File: src/rtl/uart_rx_fifo.sv
// UART receive FIFO: synchronised save strobe, show-ahead read port.
// Optional drop counter: define UART_RX_FIFO_DROP_CNT_EN.
module uart_rx_fifo #(
  parameter int DEPTH = 8,
  parameter int n     = 8
) (
  input  logic                       clk_i,
  input  logic                       rst_i,
  input  logic [n-1:0]               data_i,
  input  logic                       save_i,
  input  logic                       clr_i,
  input  logic                       ready_i,
  output logic [n-1:0]               data_o,
  output logic                       valid_o,
  output logic                       full_o,
  output logic [$clog2(DEPTH):0]     count_o,
  output logic                       ovf_o,
  output logic [7:0]                 drop_cnt_o
);

  localparam int AW = $clog2(DEPTH);
  localparam int CW = AW + 1;

  logic [2:0]    sync_q;
  logic [2:0]    prime_q;
  logic [AW-1:0] wp_q, wp_d;
  logic [AW-1:0] rp_q, rp_d;
  logic [CW-1:0] cnt_q, cnt_d;
  logic          ovf_q, ovf_d;
  logic [n-1:0]  mem_q [DEPTH];

  logic push, pop, push_ok, drop;

  // prime_q marks sync stages holding real samples, so a level
  // already high at reset release is not seen as a rising edge
  always_ff @(posedge clk_i or negedge rst_i) begin
    if (!rst_i) begin
      sync_q  <= '0;
      prime_q <= '0;
    end else begin
      sync_q  <= {sync_q[1:0], save_i};
      prime_q <= {prime_q[1:0], 1'b1};
    end
  end

  assign push    = sync_q[1] & ~sync_q[2] & prime_q[2];
  assign valid_o = (cnt_q != '0);
  assign full_o  = (cnt_q == CW'(DEPTH));
  assign pop     = valid_o & ready_i & ~clr_i;
  assign push_ok = push & ~clr_i & (~full_o | pop);
  assign drop    = push & ~clr_i & full_o & ~pop;

  always_comb begin
    wp_d  = wp_q;
    rp_d  = rp_q;
    cnt_d = cnt_q;
    ovf_d = ovf_q | drop;
    if (clr_i) begin
      wp_d  = '0;
      rp_d  = '0;
      cnt_d = '0;
      ovf_d = 1'b0;
    end else begin
      if (push_ok) wp_d = wp_q + 1'b1;
      if (pop)     rp_d = rp_q + 1'b1;
      case ({push_ok, pop})
        2'b10:   cnt_d = cnt_q + 1'b1;
        2'b01:   cnt_d = cnt_q - 1'b1;
        default: cnt_d = cnt_q;
      endcase
    end
  end

  always_ff @(posedge clk_i or negedge rst_i) begin
    if (!rst_i) begin
      wp_q  <= '0;
      rp_q  <= '0;
      cnt_q <= '0;
      ovf_q <= 1'b0;
    end else begin
      wp_q  <= wp_d;
      rp_q  <= rp_d;
      cnt_q <= cnt_d;
      ovf_q <= ovf_d;
    end
  end

  // storage is deliberately left unreset
  always_ff @(posedge clk_i) begin
    if (push_ok) mem_q[wp_q] <= data_i;
  end

  assign data_o  = mem_q[rp_q];
  assign count_o = cnt_q;
  assign ovf_o   = ovf_q;

`ifdef UART_RX_FIFO_DROP_CNT_EN
  logic [7:0] drop_q, drop_d;

  always_comb begin
    drop_d = drop_q;
    if (clr_i)
      drop_d = '0;
    else if (drop && drop_q != 8'hFF)
      drop_d = drop_q + 1'b1;
  end

  always_ff @(posedge clk_i or negedge rst_i) begin
    if (!rst_i) drop_q <= '0;
    else        drop_q <= drop_d;
  end

  assign drop_cnt_o = drop_q;
`else
  assign drop_cnt_o = '0;
`endif

endmodule

File: config.mk
export PLATFORM = sky130hd
export DESIGN_NAME = uart_rx_fifo
export DESIGN_NICKNAME = d
export VERILOG_FILES = /design/src/rtl/uart_rx_fifo.sv
export SDC_FILE = /design/constraint.sdc
export NUM_CORES = 1
export LEC_CHECK = 0
export CAP_MARGIN = 40
export CELL_PAD_IN_SITES_DETAIL_PLACEMENT = 2
export CELL_PAD_IN_SITES_GLOBAL_PLACEMENT = 2
export CORE_MARGIN = 2
export CORE_UTILIZATION = 45
export DETAILED_ROUTE_END_ITERATION = 10
export PLACE_DENSITY = 0.84
export SLEW_MARGIN = 20
export SYNTH_ARGS = -nofsm -noshare
export SYNTH_HDL_FRONTEND = slang
export SYNTH_SLANG_ARGS = --single-unit
File: constraint.sdc
create_clock -name clk_i -period 3.17 [get_ports clk_i]
set_input_delay 0.4755 -clock clk_i [delete_from_list [all_inputs] [get_ports clk_i]]
set_output_delay 0.4755 -clock clk_i [all_outputs]
set_load 0.02 [all_outputs]
; ---- Word level (Yosys, flattened, before mapping)
; Memory sizes are Yosys's and may differ from the RTL's.
; Cells that the tools add are included.
[word_totals]
regBits = 17
ramBits = 64
in_bits = 13
memories = 1
[classes]
n_addsub = 4
n_eq_ne = 3
mux = 9
bitwise_logic = 14
reduce_logical = 4
[memory_table]
columns = name, depth, word_bits, rd, rd_clocked_by_memory_dff, wr, line_no
row1 = mem_q, 8, 8, 1, 0, 1, 30  ; logic [n-1:0] mem_q [DEPTH];
[op_table]
columns = cell, count
row1 = 3-bit two-way mux, 4
row2 = 1-bit bitwise AND, 8
row3 = 4-bit case mux with 2 select lines, 1
row4 = 3-bit by 1-bit adder with 3-bit output (second input constant), 2
row5 = 4-bit by 1-bit adder with 4-bit output (second input constant), 1
row6 = 4-bit equality test (second input constant), 1
row7 = 4-bit two-way mux, 1
row8 = 1-bit inverter, 4
row9 = 2-bit nonzero test, 2
row10 = 4-bit nonzero test, 1
row11 = 4-bit by 1-bit subtractor with 4-bit output (second input constant), 1
row12 = 1-bit two-way mux, 3
row13 = 3-bit nonzero test, 1
row14 = 2-bit by 1-bit equality test with 1-bit output (second input constant), 1
row15 = 2-bit equality test (second input constant), 1
row16 = 1-bit bitwise OR, 2

; ---- Logic depth before layout (Yosys ltp)
[logic_depth]
depth_word = 8
mapped_depth = 9
mapped_depth_nobuf = 8

; ---- Least setup slack after synthesis
; No wires, ideal clock.
[synth_timing]
kind = register to register
start = register cnt_q[0], in the netlist count_o[0]
end = memory mem_q[0][0], enable pin
setup_time_ps = 383
t_arrival_ps = 1946
required_time_ps = 2787
setup_slack_ps = 841
path_stages_with_launch = 5
path_buffers = 0
period_less_slack_ps = 2329
path_cell_list = dfrtp_1 nor4b_2 a21oi_1 nand2b_1 nor3_1
[synth_via]
word_cells_on_any_way = 9
classes_between = eq/ne: 1 / mux: 2 / bitwise: 5 / reduce/logical: 1
[synth_lines]
columns = item, line_no
row1 = from (decl), 28  ; logic [CW-1:0] cnt_q, cnt_d;
row2 = from (signal assigned), 83  ; cnt_q <= cnt_d;
row3 = 4-bit equality test, 48  ; assign full_o = (cnt_q == CW'(DEPTH));
row4 = net full_o, 15  ; output logic full_o,
row5 = 1-bit inverter, 50  ; assign push_ok = push & ~clr_i & (~full_o | pop);
row6 = 1-bit bitwise OR, 50
row7 = 1-bit bitwise AND, 50
row8 = 1-bit two-way mux, 90  ; if (push_ok) mem_q[wp_q] <= data_i;
row9 = 1-bit two-way mux (not written as such), 90
row10 = to (decl), 30
; The timed path passes the listed nets, and every way through them passes these cells.

; ---- Worst setup path in the final report
[layout_timing]
start = register rp_q[0]
end = output data_o[2]
[layout_via]
elab_chain_len = 1
[layout_rtl]
columns = item, line_no
row1 = from (decl), 27  ; logic [AW-1:0] rp_q, rp_d;
row2 = from (signal assigned), 82  ; rp_q <= rp_d;
row3 = memory 8 x 8 bit, --
row4 = to (decl), 13  ; output logic [n-1:0] data_o,
; No other way between the ends.

==> results_dict.tcl <==
set metrics [dict create \
    clockBufferDepth 2 \
    grt_usage 0.220 \
    fp.dieW_um 90.4 \
    tightest_slew_ns 0.652 \
    arrival_ns 2.47 \
    netlist.area_leader.share 0.572 \
    rsz0062_at_grt "no" \
    die_area_um2 8180 \
    finalInstanceArea_um2 4050 \
    crit_type "reg2out" \
    max_cap_viol_count 0 \
    drt_wl_total_um 8260 \
    cts.htree.levels 3 \
    n_fill_cell 629 \
    drv_slew 0 \
    hold_viol 0 \
    synthToLayoutAreaGrowth_pct 20.5 \
    required_ns 2.69 \
    ctsRootBufferMaster "clkbuf_8" \
    pwr-share-comb 0.159 \
    maxSlewHeadroom 0.560 \
    antenna_found_initial 0 \
    cp_max_fo 18 \
    p_switching_w 0.000591 \
    antenna_cells 0 \
    layout_min_cycle_time_ns 2.94 \
    synth_top_area_cell "edfxtp_1" \
    avgViaCountPerCell 5.39 \
    r2r_end "count_o[3]$_DFFE_PN0P_" \
    reg2reg_from "count_o[0]$_DFFE_PN0P_" \
    post-cts-setup-buffers 0 \
    first_iter_violations 89 \
    gp_congestion 0.763 \
    regToRegSetupSlack_ns 0.73 \
    synth.avg_cell_area_um2 17.9 \
    ys_seq_area_frac 0.698 \
    grt_pass1_vias 2062 \
    drt_first_pass_iters 4 \
    layout.nets 254 \
    insertion_delay_ns 0.36 \
    path_clk_slew_ns 0.08 \
    yosysWarnings 0 \
    dpl_cell_area_um2 3820 \
    vias 1833 \
    antenna_left 0 \
    core_area_um2 7250 \
    grt_start_max_net_pins 19 \
    sw_frac_of_total 0.248 \
    p_int_w 0.00179 \
    synthTopCellsByCount "64 x edfxtp_1, 17 x dfrtp_1, 16 x mux4_2, 13 x nor2_1" \
    seq_power_share 0.499 \
    min_period_over_period 0.928 \
    postCtsResizedCells 0 \
    clock.fmax_mhz 340 \
    hold_class "in2async" \
    clkPwrFrac 0.342 \
    placementRows 31 \
    syn-cell-area_um2 3360 \
    gr-total-overflow 0 \
    hpwl_um 5600 \
    critPathLaunch "rp_q[0]$_DFFE_PN0P_" \
    endpoint "data_o[2]" \
    end_kind "output pin" \
    hold_ws_ns 0.321 \
    pin_count 36 \
    netlist_top_cells_area "edfxtp_1 57%, dfrtp_1 13%, mux4_2 11%" \
    drcViolationCount 0 \
    p_per_area_nw_per_um2 588 \
    fp.dieH_um 90.4 \
    clock-skew-final_ns 0.0121 \
    synth_edf_count 64 \
    grt_pass1_wl_um 12700 \
    rr_worst_depth 8 \
    ys.flop_type "edfxtp_1" \
    setup_viol 0 \
    start_kind "flop" \
    synthCells 188 \
    synth_cell_types 36 \
    finalSetupTns_ns 0 \
    leakagePower_nw 1.44 \
    synthArstFlopShare 0.210 \
    tritoncts "built" \
    synth-seq-cells 81 \
    peakVddDrop_mv 0.283 \
    post-synth-top-count-cell "edfxtp_1" \
    cts_made_buffers 9 \
    drive_gt1_frac 0.257 \
    initial_utilization 0.463 \
    cts_hold_buffers 0 \
    outcome "completed" \
    clock_sink_count 81 \
    routedWlPerCell_um 24.3 \
    portBuffers 27 \
]
-- per-layer routing --
layer | up-vias | global-route usage | wire length [µm]
li1 | 806 | - | -
met1 | 984 | 0.265 | 3430
met2 | 29 | 0.380 | 4440
met3 | 14 | 0.0434 | 198
met4 | 0 | 0.104 | 187
met5 | - | 0 | 0
-- power groups by stage --
stage	Clock, W	Combinational (W)	Sequential, W
6_report	0.000814	0.000378	0.00119
5_1_grt	0.000872	0.000405	0.00119
4_1_cts	0.000833	0.000384	0.00119
3_5_place_dp	0	0.000379	0.00121
3_3_place_gp	0	0.000363	0.00121
2_1_floorplan	0	0.000248	0.00121
-- logic make-up after synthesis --
group	after synthesis	share of synthesized area
flops	81	0.698
simple gates	44	0.0778
mux	25	0.137
buf+inv	15	0.0287
compound gates	12	0.0246
fa+ha+maj	5	0.0208
xor+xnor	4	0.0104
other cells	2	0.00223
-- sequential cells by signal, indices dropped and copies added (netlist names) --
signal,flops
count_o,4
wp_q,3
prime_q,3
ovf_o,1
mem_q,64
rp_q,3
sync_q,3
-- placed cells by master (no fill, tap or decap), types with 2 or more instances in the layout --
| master | netlist | final |
|---|---|---|
| a21oi_1 | 3 | 3 |
| a22o_1 | 2 | 2 |
| buf_4 | 8 | 16 |
| bufinv_16 | 0 | 2 |
| clkbuf_8 | 0 | 9 |
| clkdlybuf4s50_1 | 0 | 27 |
| clkinv_2 | 0 | 2 |
| conb_1 | 2 | 9 |
| dfrtp_1 | 17 | 17 |
| edfxtp_1 | 64 | 64 |
| ha_1 | 4 | 4 |
| mux2_2 | 8 | 8 |
| mux4_2 | 16 | 16 |
| nand2_1 | 8 | 8 |
| nand2b_1 | 5 | 5 |
| nand3_1 | 7 | 7 |
| nor2_1 | 13 | 13 |
| nor3_1 | 2 | 2 |
| o21ai_0 | 2 | 2 |
| xor2_1 | 4 | 4 |
-- through the flow --
step | cells | setup WS [ns] | power, W | utilization
finish | 340 | 0.229 | 0.00238 | 0.558
global route | 340 | 0.147 | 0.00247 | 0.558
CTS | 339 | 0.195 | 0.00240 | 0.556
detailed placement | 323 | 0.277 | 0.00159 | 0.527
global placement | 323 | 0.479 | 0.00157 | 0.527
floorplan | 195 | 0.841 | 0.00146 | -
-- final cells by class --
class                           count  area, µm²  area share
Sequential cell                    81       2350       0.580
Multi-Input combinational cell     99        943       0.233
Timing Repair Buffer               45        425       0.105
Clock buffer                       10        128      0.0315
Tap cell                           99        124      0.0306
Clock inverter                      6       82.6      0.0204
-- critical path: stages (launching register included) --
cell and delay, ns:
dfrtp_1 0.34, buf_4 0.35, mux4_2 0.57, mux2_2 0.29, clkdlybuf4s50_1 0.55
-- worst min-delay path by stage --
stage,endpoint,slack (ns),cells after the start
CTS,sync_q[1]$_DFF_PN0_,0.38,0
global route,count_o[2]$_DFFE_PN0P_,0.32,1
floorplan,count_o[0]$_DFFE_PN0P_,0.18,0
global placement,prime_q[2]$_DFF_PN0_,0.33,0
detailed placement,sync_q[1]$_DFF_PN0_,0.36,0
finish,count_o[2]$_DFFE_PN0P_,0.32,1
(Power assumes the default switching activity.)
